$ cat src/rtl/sio_pkg.sv
// Shared definitions for the SIO frame layer: 40-bit frame field map, sync/CRC
// constants, link FSM states and the CRC-8 routine also used by the transmit framer.
package sio_pkg;

  localparam int SYNC_MSB = 39;
  localparam int SYNC_LSB = 36;
  localparam int ADDR_MSB = 35;
  localparam int ADDR_LSB = 32;
  localparam int DATA_MSB = 31;
  localparam int DATA_LSB = 8;
  localparam int CRC_MSB  = 7;
  localparam int CRC_LSB  = 0;

  localparam logic [3:0] SYNC_PATTERN = 4'b0101;
  localparam logic [7:0] CRC8_POLY    = 8'h07;

  typedef enum logic [1:0] {
    HUNT   = 2'd0,
    LOCKED = 2'd1,
    RESYNC = 2'd2
  } state_e;

  // Bit-serial CRC-8, MSB first, init 0, no reflection, no final XOR.
  function automatic logic [7:0] crc8_32(input logic [31:0] msg);
    logic [7:0] crc;
    logic       fb;
    crc = 8'h00;
    for (int i = 31; i >= 0; i--) begin
      fb  = crc[7] ^ msg[i];
      crc = {crc[6:0], 1'b0} ^ (fb ? CRC8_POLY : 8'h00);
    end
    return crc;
  endfunction

endpackage

$ cat src/rtl/sio_crc_check.sv
// Combinational frame qualifier: sync nibble compare and CRC-8 check over the
// sync/addr/data fields against the trailing CRC byte.
module sio_crc_check
  import sio_pkg::*;
#(
  parameter int N = 40
) (
  input  logic [N-1:0] d_i,
  output logic         sync_ok_o,
  output logic         crc_ok_o
);

  assign sync_ok_o = (d_i[SYNC_MSB:SYNC_LSB] == SYNC_PATTERN);
  assign crc_ok_o  = (crc8_32(d_i[SYNC_MSB:DATA_LSB]) == d_i[CRC_MSB:CRC_LSB]);

endmodule

$ cat src/rtl/sio_rx_frame.sv
// SIO receive frame layer: qualifies deserialized frames, runs the link lock FSM,
// forwards good frames while locked, counts errors and pulses resync on loss/silence.
module sio_rx_frame
  import sio_pkg::*;
#(
  parameter int N             = 40,
  parameter int LOCK_GOOD     = 4,
  parameter int LOSE_BAD      = 3,
  parameter int RESYNC_CYCLES = 16,
  parameter int TIMEOUT       = 1024
) (
  input  logic          c,
  input  logic          rn,
  input  logic [N-1:0]  d,
  input  logic          v,
  input  logic          err_clr,
  output logic [3:0]    q_addr,
  output logic [23:0]   q_data,
  output logic          q_v,
  output logic          locked,
  output logic [15:0]   err_count,
  output logic          resync
);

  localparam int CNT_W  = 4;
  localparam int RS_W   = (RESYNC_CYCLES > 2) ? $clog2(RESYNC_CYCLES) : 1;
  localparam int IDLE_W = $clog2(TIMEOUT + 1);

  localparam logic [CNT_W-1:0]  GOOD_LAST = CNT_W'(LOCK_GOOD - 1);
  localparam logic [CNT_W-1:0]  BAD_LAST  = CNT_W'(LOSE_BAD - 1);
  localparam logic [RS_W-1:0]   RS_LAST   = RS_W'(RESYNC_CYCLES - 1);
  localparam logic [IDLE_W-1:0] IDLE_MAX  = IDLE_W'(TIMEOUT);

  logic        sync_ok, crc_ok;
  logic        v_p1;
  logic        sync_ok_p1, crc_ok_p1;
  logic [3:0]  addr_p1;
  logic [23:0] data_p1;

  state_e             state_q, state_d;
  logic [CNT_W-1:0]   good_q, good_d;
  logic [CNT_W-1:0]   bad_q, bad_d;
  logic [RS_W-1:0]    rs_q, rs_d;
  logic [IDLE_W-1:0]  idle_q, idle_d;
  logic [15:0]        err_q, err_d;
  logic               q_v_q;
  logic [3:0]         q_addr_q;
  logic [23:0]        q_data_q;
  logic               fwd, err_inc, go_rs, frame_good;

  sio_crc_check #(.N(N)) u_chk (
    .d_i       (d),
    .sync_ok_o (sync_ok),
    .crc_ok_o  (crc_ok)
  );

  // ---- stage 1: capture frame and qualifier flags (frames dropped during resync)
  always_ff @(posedge c or negedge rn) begin
    if (!rn) begin
      v_p1 <= 1'b0;
    end else begin
      v_p1 <= v & (state_q != RESYNC);
    end
  end

  always_ff @(posedge c) begin
    sync_ok_p1 <= sync_ok;
    crc_ok_p1  <= crc_ok;
    addr_p1    <= d[ADDR_MSB:ADDR_LSB];
    data_p1    <= d[DATA_MSB:DATA_LSB];
  end

  // ---- stage 2: link FSM, counters and forwarding
  always_comb begin
    state_d    = state_q;
    good_d     = good_q;
    bad_d      = bad_q;
    rs_d       = rs_q;
    idle_d     = idle_q;
    fwd        = 1'b0;
    err_inc    = 1'b0;
    go_rs      = 1'b0;
    frame_good = sync_ok_p1 & crc_ok_p1;

    case (state_q)
      HUNT, LOCKED: begin
        // Silence timeout outranks any frame presented in the same cycle.
        if (idle_q == IDLE_MAX) begin
          go_rs   = 1'b1;
          err_inc = (state_q == LOCKED);
        end else begin
          idle_d = v_p1 ? '0 : idle_q + 1'b1;
          if (v_p1) begin
            if (state_q == HUNT) begin
              if (!frame_good) begin
                good_d = '0;
              end else if (good_q == GOOD_LAST) begin
                state_d = LOCKED;
                good_d  = '0;
              end else begin
                good_d = good_q + 1'b1;
              end
            end else if (frame_good) begin
              fwd   = 1'b1;
              bad_d = '0;
            end else begin
              err_inc = 1'b1;
              if (bad_q == BAD_LAST) go_rs = 1'b1;
              else                   bad_d = bad_q + 1'b1;
            end
          end
        end
      end
      RESYNC: begin
        if (rs_q == RS_LAST) begin
          state_d = HUNT;
          rs_d    = '0;
        end else begin
          rs_d = rs_q + 1'b1;
        end
      end
      default: state_d = HUNT;
    endcase

    if (go_rs) begin
      state_d = RESYNC;
      good_d  = '0;
      bad_d   = '0;
      rs_d    = '0;
      idle_d  = '0;
    end

    if (err_clr)                          err_d = 16'h0000;
    else if (err_inc && err_q != 16'hFFFF) err_d = err_q + 1'b1;
    else                                  err_d = err_q;
  end

  always_ff @(posedge c or negedge rn) begin
    if (!rn) begin
      state_q  <= HUNT;
      good_q   <= '0;
      bad_q    <= '0;
      rs_q     <= '0;
      idle_q   <= '0;
      err_q    <= '0;
      q_v_q    <= 1'b0;
      q_addr_q <= '0;
      q_data_q <= '0;
    end else begin
      state_q <= state_d;
      good_q  <= good_d;
      bad_q   <= bad_d;
      rs_q    <= rs_d;
      idle_q  <= idle_d;
      err_q   <= err_d;
      q_v_q   <= fwd;
      if (fwd) begin
        q_addr_q <= addr_p1;
        q_data_q <= data_p1;
      end
    end
  end

  assign q_v       = q_v_q;
  assign q_addr    = q_addr_q;
  assign q_data    = q_data_q;
  assign err_count = err_q;
  assign locked    = (state_q == LOCKED);
  assign resync    = (state_q == RESYNC);

endmodule

$ cat config.mk
export PLATFORM = sky130hd
export DESIGN_NAME = sio_rx_frame
export DESIGN_NICKNAME = d
export VERILOG_FILES = /design/src/rtl/sio_pkg.sv /design/src/rtl/sio_crc_check.sv /design/src/rtl/sio_rx_frame.sv
export SDC_FILE = /design/constraint.sdc
export NUM_CORES = 1
export LEC_CHECK = 0
export CAP_MARGIN = 20
export CORE_ASPECT_RATIO = 0.6
export CORE_MARGIN = 2
export CORE_UTILIZATION = 39
export DETAILED_ROUTE_END_ITERATION = 10
export GPL_TIMING_DRIVEN = 0
export SYNTH_ARGS = -nofsm -noshare
export SYNTH_HDL_FRONTEND = slang
export SYNTH_SLANG_ARGS = --single-unit
$ cat constraint.sdc
create_clock -name c -period 3.7 [get_ports c]
set_input_delay 0.37 -clock c [delete_from_list [all_inputs] [get_ports c]]
set_output_delay 0.37 -clock c [all_outputs]
set_load 0.005 [all_outputs]
-- After elaboration in Yosys (flattened, before gate mapping)
Index checks and enable logic that the tools add are counted.
- add/sub/neg operators: 5
- bitwise operators: 64
- multiplexer cells: 79
- reduce and logical (&&, ||, !) cells: 12
- eq/ne operators: 19
- operators by type and width (cell ; count):
    8-bit bitwise XOR ; 30
    3-bit two-way mux ; 32
    4-bit two-way mux ; 17
    11-bit two-way mux ; 4
    16-bit two-way mux ; 2
    1-bit bitwise XOR ; 30
    3-bit != test (second input constant) ; 6
    16-bit by 1-bit adder with 16-bit output (second input constant) ; 1
    1-bit two-way mux ; 16
    16-bit != test (second input constant) ; 1
    2-bit two-way mux ; 7
    4-bit by 1-bit adder with 4-bit output (second input constant) ; 3
    11-bit by 1-bit adder with 11-bit output (second input constant) ; 1
    11-bit == test (second input constant) ; 1
    2-bit nonzero test ; 5
    4-bit by 2-bit == test with 1-bit output (second input constant) ; 2
    8-bit == test ; 1
    8-bit by 3-bit bitwise XOR with 8-bit output ; 1
    2-bit != test (second input constant) ; 3
    6-bit AND reduction ; 1
    5-bit AND reduction ; 1
    4-bit by 3-bit == test with 1-bit output (second input constant) ; 1
    4-bit == test (second input constant) ; 1
    2-bit case mux with 2 select lines ; 1
    10 further kinds ; 11
- logic and storage cells: 193
- input bits: 44
- flip-flop bits (word level): 101
- output and inout port bits: 47

-- Depth between registers and ports, before layout
Gate-level depths: netlist of run 1.
- depth after elaboration: 94
- mapped depth: 10
- mapped depth without buffers: 9

-- Cells and area by module
A second synthesis of run 1 with hierarchy kept.
- cells, all modules: 431
- area, all modules: 5027.3 µm²
- modules (own cells, without submodules) (module ; cells an instance ; area an instance (µm²) ; times used):
    sio_rx_frame ; 350 ; 4038.9 ; 1
    sio_crc_check ; 81 ; 988.4 ; 1

-- Worst setup path after synthesis of run 1
OpenSTA, ideal clock, no wires.
- path type: input to register
- start: input port d[39]
- end: register crc_ok_p1
- arrival: 2.609 ns
- path buffers: 0
- slack: 1.004 ns
- stages: 9
- cell sequence: inv_1 -> ha_1 -> xnor2_2 -> xnor3_1 -> xnor3_2 -> xor2_1 -> xnor2_1 -> or3_4 -> a221oi_2
- longest elaborated chain between the ends: 43
- elaborated cells between the ends (all ways): 77
- those cells by class: eq/ne: 1; mux: 23; bitwise: 53
- RTL lines (what ; RTL line ; source):
    start, declared ; sio_rx_frame.sv:14 ; input logic [N-1:0] d,
    3-bit two-way mux * ; sio_pkg.sv:30 ; crc = {crc[6:0], 1'b0} ^ (fb ? CRC8_POLY : 8'h00);
    8-bit bitwise XOR * (5 in series) ; sio_pkg.sv:30 ;
    1-bit bitwise XOR / 8-bit bitwise XOR (equally long branches) ; sio_pkg.sv:29, sio_pkg.sv:30 ;
    3-bit two-way mux / 1-bit bitwise XOR (equally long branches) ; sio_pkg.sv:30, sio_pkg.sv:29 ;
    8-bit bitwise XOR * (6 in series) ; sio_pkg.sv:30 ;
    1-bit bitwise XOR / 8-bit bitwise XOR (equally long branches) ; sio_pkg.sv:29, sio_pkg.sv:30 ;
    3-bit two-way mux / 1-bit bitwise XOR (equally long branches) ; sio_pkg.sv:30, sio_pkg.sv:29 ;
    8-bit bitwise XOR * (6 in series) ; sio_pkg.sv:30 ;
    [8 not listed] ; n/a ;
    1-bit bitwise XOR / 8-bit bitwise XOR (equally long branches) ; sio_pkg.sv:29, sio_pkg.sv:30 ;
    3-bit two-way mux / 1-bit bitwise XOR (equally long branches) ; sio_pkg.sv:30, sio_pkg.sv:29 ;
    8-bit bitwise XOR * (7 in series) ; sio_pkg.sv:30 ;
    1-bit bitwise XOR / 3-bit two-way mux (equally long branches) ; sio_pkg.sv:29, sio_pkg.sv:30 ;
    3-bit two-way mux / 8-bit bitwise XOR (equally long branches) ; sio_pkg.sv:30 ;
    8-bit by 3-bit bitwise XOR with 8-bit output * ; sio_pkg.sv:30 ;
    8-bit == test * ; sio_crc_check.sv:14 ; assign crc_ok_o = (crc8_32(d_i[SYNC_MSB:DATA_LSB]) == d_i[CRC_MSB:CRC_LSB]);
    net crc_ok ; sio_rx_frame.sv:34 ; logic sync_ok, crc_ok;
    end signal, assigned ; sio_rx_frame.sv:68 ; crc_ok_p1 <= crc_ok;
    end, declared ; sio_rx_frame.sv:36 ; logic sync_ok_p1, crc_ok_p1;
Mark *: on every way through the listed nets, which the timed path passes. The rest lies on a longest branch.
A chain may end at the register's enable or synchronous reset.

-- Final worst setup path of run 1
Ends and elaborated chain as after synthesis.

==> results.py, run 1 <==
metrics = {
    "clock_tree": {
        "insertion_delay_ps": 350,
        "cts_tree": "built",
        "ctsRootBufferMaster": "clkbuf_16",
        "cts_buffer_depth": 2,
        "cts_buffers": 9,
        "cts.htree.levels": 3,
        "clock_sinks": 101,
        "cts_resized": 0,
        "cts_setup_buffers": 0,
        "clk_pin_slew_ps": 70,
    },
    "critical_path": {
        "regToRegSetupSlack_ps": 980,
        "worst-endpoint-arrival_ps": 3440,
        "crit_required_ps": 3960,
        "critPathLaunchType": "primary input",
        "path_class": "primary input to flip-flop",
        "critPathSlowestCell": "clkdlybuf4s50_1",
        "rr_startpoint": "state_q[1]",
        "crit_path_cell_trace": "clkdlybuf4s50_1, inv_1, ha_1, xnor2_2, xnor3_1, xnor3_2, xor2_1, xnor2_1, or3_4, a221oi_2",
        "reg2regPathDepth": 7,
        "critical_path.top_delay_family": "XOR/XNOR gates",
        "slowest_delay_ps": 540,
        "worstSetupEndpointType": "flip-flop",
        "reg2reg_to": "q_data[20]",
        "cp_max_fo": 3,
        "critical_path_buf_inv_count": 2,
    },
    "timing": {
        "finalHoldViolations": 0,
        "rsz0062_at_grt": "no",
        "relSlewSlack_pct": 31.8,
        "min_period_ps": 3180,
        "slew_violations": 0,
        "post-route-period-util_pct": 85.9,
        "finalSetupViolCount": 0,
        "fmax_ghz": 0.315,
        "hold_ws_ps": 353,
        "worstMarginPinSlew_ps": 1010,
        "skew_ps": 7.17,
    },
    "yosys": {
        "netlist_instances": 411,
        "ys.flop_type": "dfrtp_1",
        "yosysTopAreaCell": "dfrtp_1",
        "synth_area_sq_mm": 0.00498,
        "synth_fp_nets": 464,
        "synth_seq_area_share_pct": 47.8,
        "ys_types": 52,
        "syn_avg_cell_area_sq_um": 12.1,
        "synthArstFlopShare_pct": 70.3,
        "ys_top_cells_by_area": "dfrtp_1, dfxtp_1, mux2_2, xnor3_1, xnor2_1",
        "ys_seq_elements": 101,
        "yosysWarningCount": 0,
        "synth_edf_count": 0,
        "yosysTopAreaCellShare_pct": 35.7,
    },
    "power": {
        "p_leak_nw": 2.92,
        "p_total_w": 0.00294,
        "ir_drop_v": 0.000325,
        "pwr_density_cell_mw_per_mm2": 458,
    },
    "worst_hold_path": {
        "hold-path-cell-count": 2,
        "hold_path.class": "primary input to flip-flop",
        "min_from": "err_clr",
        "min_to": "err_count[1]",
    },
    "final_layout": {
        "register_area_sq_mm": 0.00238,
        "multi_input_area_sq_mm": 0.00252,
        "area_delta_synth_final_pct": 28.9,
        "final_cell_mix": "clkdlybuf4s50_1, dfrtp_1, o21ai_0, dfxtp_1",
        "fin_nets": 566,
        "diodes": 0,
        "final_common_cell": "clkdlybuf4s50_1",
        "fin_area_sq_mm": 0.00642,
        "layout-drive-gt1-share_pct": 14.3,
        "num-fill-cells": 1134,
    },
    "global_routing": {
        "grt_max_degree": 59,
        "grt_pass1_wl_microns": 17900,
        "grt_remaining_overflow": 0,
        "grt_antenna_before_repair": 0,
        "use_met3_pct": 3.67,
        "track_usage_pct": 17.1,
        "use_met2_pct": 23.4,
        "top_usage_layer": "met1",
        "grt_pass1_vias": 3366,
        "met1_usage_pct": 26.6,
    },
    "floorplan": {
        "fp-row-count": 31,
        "die_x_microns": 150,
        "initial_core_util_pct": 40.6,
        "fp.coreArea_sq_mm": 0.0123,
        "dieHeight_microns": 91.5,
        "io_pins": 91,
        "dieArea_sq_mm": 0.0137,
    },
    "routing": {
        "wl_microns": 10900,
        "ant_nets": 0,
        "vias_per_cell": 4.98,
        "drt_pre_antenna_iters": 4,
        "drt_iter0_drc": 131,
        "drc_errors": 0,
        "wl_per_cell_microns": 15.9,
        "vias": 3398,
    },
    "outcome": {
        "status": "completed",
    },
    "placed_design": {
        "dpl_cell_area_sq_mm": 0.00610,
        "hpwl_microns": 8310,
        "port_buffers": 89,
        "globalplace.congestion": 0.780,
    },
    "run": {
        "max_cap_viol_count": 0,
    },
}
==> cell usage after synthesis (all sizes together), types with 13 or more instances <==
| master | number |
|---|---|
| mux2 | 28 |
| xor2 | 23 |
| xnor2 | 32 |
| dfxtp | 30 |
| nand2 | 27 |
| nor2 | 28 |
| dfrtp | 71 |
| o21ai | 30 |
| a21oi | 13 |
| and3 | 15 |
| xnor3 | 19 |
==> flip-flops by register name, summed over array words and instances (netlist names) <==
register,count
addr_p1,4
data_p1,24
state_q,2
v_p1,1
sync_ok_p1,1
q_data,24
q_v,1
q_addr,4
bad_q,4
crc_ok_p1,1
err_count,16
rs_q,4
good_q,4
idle_q,11
==> routing by layer <==
layer / share of wire (%) / wire, microns
met1: 54 / 5860
met2: 41 / 4460
met3: 4.0 / 436
met4: 0.88 / 95
met5: 0 / 0
==> worst max-delay path by stage <==
stage | from | end | slack [ps] | cells past startpoint
3_3_place_gp | rn | err_count[4] | -480 | 1
2_1_floorplan | d[39] | crc_ok_p1 | 1000 | 9
5_1_grt | d[39] | crc_ok_p1 | 370 | 10
3_5_place_dp | d[39] | crc_ok_p1 | 170 | 10
4_1_cts | d[39] | crc_ok_p1 | 540 | 10
6_report | d[39] | crc_ok_p1 | 520 | 10
==> what timing repair did <==
action	CTS	global route
endpoints found under the setup margin	0	0
hold buffers	1	0
endpoints found under the hold margin	13	0
==> kinds of logic after synthesis <==
logic type | Yosys count | share of synthesized area, %
compound gates | 55 | 6.46
xor+xnor | 79 | 22.4
fa+ha+maj | 9 | 2.26
buf+inv | 18 | 1.61
flops | 101 | 47.8
mux | 29 | 6.54
simple gates | 120 | 12.9
==> cell type report <==
cell class / count / area share (%)
Clock inverter: 6 / 0.897
Timing Repair Buffer: 91 / 14.4
Multi-Input combinational cell: 292 / 39.3
Sequential cell: 101 / 37.1
Buffer: 12 / 0.897
Tap cell: 165 / 3.22
Inverter: 6 / 0.351
Clock buffer: 10 / 3.90
==> report_power, final <==
part | switching [W] | total, W | internal (W)
Combinational | 0.000381 | 0.000850 | 0.000469
Clock | 0.000447 | 0.000961 | 0.000514
Sequential | 0.00000793 | 0.00113 | 0.00112
==> metrics by stage <==
stage,util (%),setup TNS (ps),std cells,setup WS [ps]
floorplan,-,0,411,1000
global placement,49.6,-34050,665,-485
detailed placement,49.8,0,666,174
CTS,52.3,0,683,537
global route,52.3,0,683,367
finish,52.3,0,683,521
No activity file was read; power rests on OpenSTA's default activity.
==> inputs of run 2 (changes only) <==
--- a/config.mk
+++ b/config.mk
@@ -13,4 +13,5 @@
 export GPL_TIMING_DRIVEN = 0
 export SYNTH_ARGS = -nofsm -noshare
 export SYNTH_HDL_FRONTEND = slang
+export SYNTH_HIERARCHICAL = 1
 export SYNTH_SLANG_ARGS = --single-unit
==> run 2 against run 1 <==
Against the previous run:
- register-to-register slack improved by 190 ps
- fmax decreased by 3.9%
- clock skew increased by 3.2 ps
- area after synthesis increased by 1.0%
- sequential share of layout area decreased by 0.31 points
- first-iteration DRC count increased by 74%
- routed wire length increased by 8.1%
- sequential power about the same
- largest power group unchanged
==> results.py, run 2 <==
metrics = {
    "routing": {
        "drt_iter0_drc": 228,
        "vias_per_cell": 5.06,
        "ant_nets": 0,
        "wl_microns": 11700,
        "vias": 3584,
        "drc_errors": 0,
        "wl_per_cell_microns": 16.6,
        "drt_pre_antenna_iters": 4,
    },
    "timing": {
        "relSlewSlack_pct": 61.3,
        "skew_ps": 10.4,
        "worstMarginPinSlew_ps": 576,
        "finalSetupViolCount": 0,
        "rsz0062_at_grt": "no",
        "post-route-period-util_pct": 89.4,
        "hold_ws_ps": 432,
        "slew_violations": 0,
        "finalHoldViolations": 0,
        "fmax_ghz": 0.302,
        "min_period_ps": 3310,
    },
    "clock_tree": {
        "ctsRootBufferMaster": "clkbuf_16",
        "cts.htree.levels": 3,
        "cts_resized": 0,
        "cts_tree": "built",
        "cts_buffer_depth": 2,
        "cts_hold_buf": 1,
        "clock_sinks": 101,
        "clk_pin_slew_ps": 80,
        "insertion_delay_ps": 350,
        "cts_setup_buffers": 0,
        "cts_buffers": 9,
    },
    "final_layout": {
        "layout-drive-gt1-share_pct": 12.5,
        "diodes": 0,
        "final_common_cell": "clkdlybuf4s50_1",
        "area_delta_synth_final_pct": 28.7,
        "multi_input_area_sq_mm": 0.00254,
        "layoutNonFillerInstCount": 708,
        "final_cell_mix": "clkdlybuf4s50_1, dfrtp_1, xnor2_1",
        "register_area_sq_mm": 0.00238,
        "num-fill-cells": 1091,
        "fin_nets": 586,
    },
    "yosys": {
        "ys.flop_type": "dfrtp_1",
        "ys_top_cells_by_count": "dfrtp_1, xnor2_1, dfxtp_1",
        "ys_types": 55,
        "ys_seq_elements": 101,
        "yosysTopAreaCellShare_pct": 35.3,
        "netlist_instances": 431,
        "ys_top_cells_by_area": "dfrtp_1, dfxtp_1, mux2_2, xnor3_1, xnor2_1",
        "synth_edf_count": 0,
        "synth_seq_area_share_pct": 47.3,
        "synth_fp_nets": 484,
        "synth_area_sq_mm": 0.00503,
        "yosysTopAreaCell": "dfrtp_1",
        "yosysWarningCount": 6,
        "synthArstFlopShare_pct": 70.3,
        "syn_avg_cell_area_sq_um": 11.7,
        "synth.most_common_cell": "dfrtp_1",
    },
    "critical_path": {
        "reg2regPathDepth": 7,
        "critPathLaunchType": "primary input",
        "cp_max_fo": 4,
        "worstSetupEndpointType": "flip-flop",
        "critical_path.top_delay_family": "XOR/XNOR gates",
        "worst-endpoint-arrival_ps": 3540,
        "crit_required_ps": 3930,
        "critical_path_buf_inv_count": 2,
        "slowest_delay_ps": 570,
        "rr_startpoint": "err_count[0]",
        "crit_top_cell": "xnor2_1",
        "critPathSlowestCell": "clkdlybuf4s50_1",
        "path_class": "primary input to flip-flop",
        "crit_path_end": "crc_ok_p1",
        "crit_path_cell_trace": "clkdlybuf4s50_1, inv_1, ha_1, xnor3_1, xnor2_4, xnor2_1, xnor3_2, xnor2_1, or3_1, a2111oi_2",
        "cp-startpoint": "d[37]",
        "regToRegSetupSlack_ps": 1170,
        "reg2reg_to": "err_count[1]",
        "cp.depth": 10,
    },
    "floorplan": {
        "dieHeight_microns": 91.9,
        "die_x_microns": 151,
        "fp.coreArea_sq_mm": 0.0127,
        "fp-row-count": 32,
        "dieArea_sq_mm": 0.0138,
        "initial_core_util_pct": 39.6,
        "io_pins": 91,
    },
    "global_routing": {
        "grt_antenna_before_repair": 0,
        "grt_remaining_overflow": 0,
        "grt_pass1_wl_microns": 19400,
        "grt_max_degree": 39,
        "grt_pass1_vias": 3526,
        "track_usage_pct": 18.3,
    },
    "power": {
        "ir_drop_v": 0.000305,
        "p_leak_nw": 2.80,
        "pwr_density_cell_mw_per_mm2": 444,
    },
    "placed_design": {
        "placedCellCount": 691,
        "port_buffers": 89,
        "hpwl_microns": 9020,
        "globalplace.congestion": 0.864,
    },
    "worst_hold_path": {
        "hold_path.class": "primary input to flip-flop",
    },
    "outcome": {
        "status": "completed",
    },
    "run": {
        "max_cap_viol_count": 0,
    },
}
## run 2: cell count changes after synthesis, sizes merged, moves of 7 or more
cell	delta
nand3	+8
and3	-9
xor2	-7
o21ai	-7
## run 2: worst min path at each step
stage                            from  cells past startpoint      endpoint
after detailed placement           rn                      1    q_data[20]
after CTS                     err_clr                      2  err_count[4]
after global placement    data_p1[19]                      1    q_data[19]
after floorplan                    rn                      0      bad_q[0]
after global routing      data_p1[15]                      1    q_data[15]
final                         err_clr                      2  err_count[5]
## run 2: metal layers
metal	GRT usage (%)	part of all wire [%]
met1	31.0	56
met2	23.0	38
met5	0	0
met3	3.68	4.8
met4	4.13	0.99
## run 2: kinds of logic after synthesis
group | Yosys count | synth area share [%]
and+or+nand+nor | 128 | 14.1
adders and majority gates | 9 | 2.24
AOI/OAI and AO/OA | 68 | 8.41
DFF | 101 | 47.3
xor gates and xnor gates | 68 | 17.9
buffers and inverters | 21 | 2.14
muxes | 36 | 7.91
## run 2: cell type report
type,instances,share of cell area (%)
buffer,11,1.08
clock buffer,9,3.48
clock inverter,7,1.33
inverter,10,0.580
multi-input combinational,309,39.3
sequential,101,36.7
tap,170,3.29
timing repair buffer,91,14.2
## run 2: metrics by stage
| step | utilization [%] | area, sq um | setup WS [ps] | power, W | setup TNS, ps |
|---|---|---|---|---|---|
| final | 51.0 | 6470 | 392 | 0.00287 | 0 |
| after global routing | 51.0 | 6470 | 246 | 0.00302 | 0 |
| after CTS | 51.0 | 6470 | 372 | 0.00290 | 0 |
| after detailed placement | 48.4 | 6150 | 28.5 | 0.00193 | 0 |
| after global placement | 48.3 | 6130 | -428 | 0.00192 | -29980 |
| after floorplan | - | 5030 | 901 | 0.00176 | 0 |
## run 2: power breakdown
part	internal, W	switching (W)	leakage (nW)	total (W)
clock	0.000486	0.000477	0.151	0.000963
combinational	0.000431	0.000351	1.41	0.000782
sequential	0.00112	0.00000874	1.24	0.00113
total	0.00204	0.000837	2.80	0.00287
==> inputs of run 3 (changes only) <==
--- a/config.mk
+++ b/config.mk
@@ -11,6 +11,7 @@
 export CORE_UTILIZATION = 39
 export DETAILED_ROUTE_END_ITERATION = 10
 export GPL_TIMING_DRIVEN = 0
+export SETUP_SLACK_MARGIN = 0.2
 export SYNTH_ARGS = -nofsm -noshare
 export SYNTH_HDL_FRONTEND = slang
 export SYNTH_HIERARCHICAL = 1
==> results of run 3 <==
No change in the layout: final DEF, timing and power equal those of run 2.
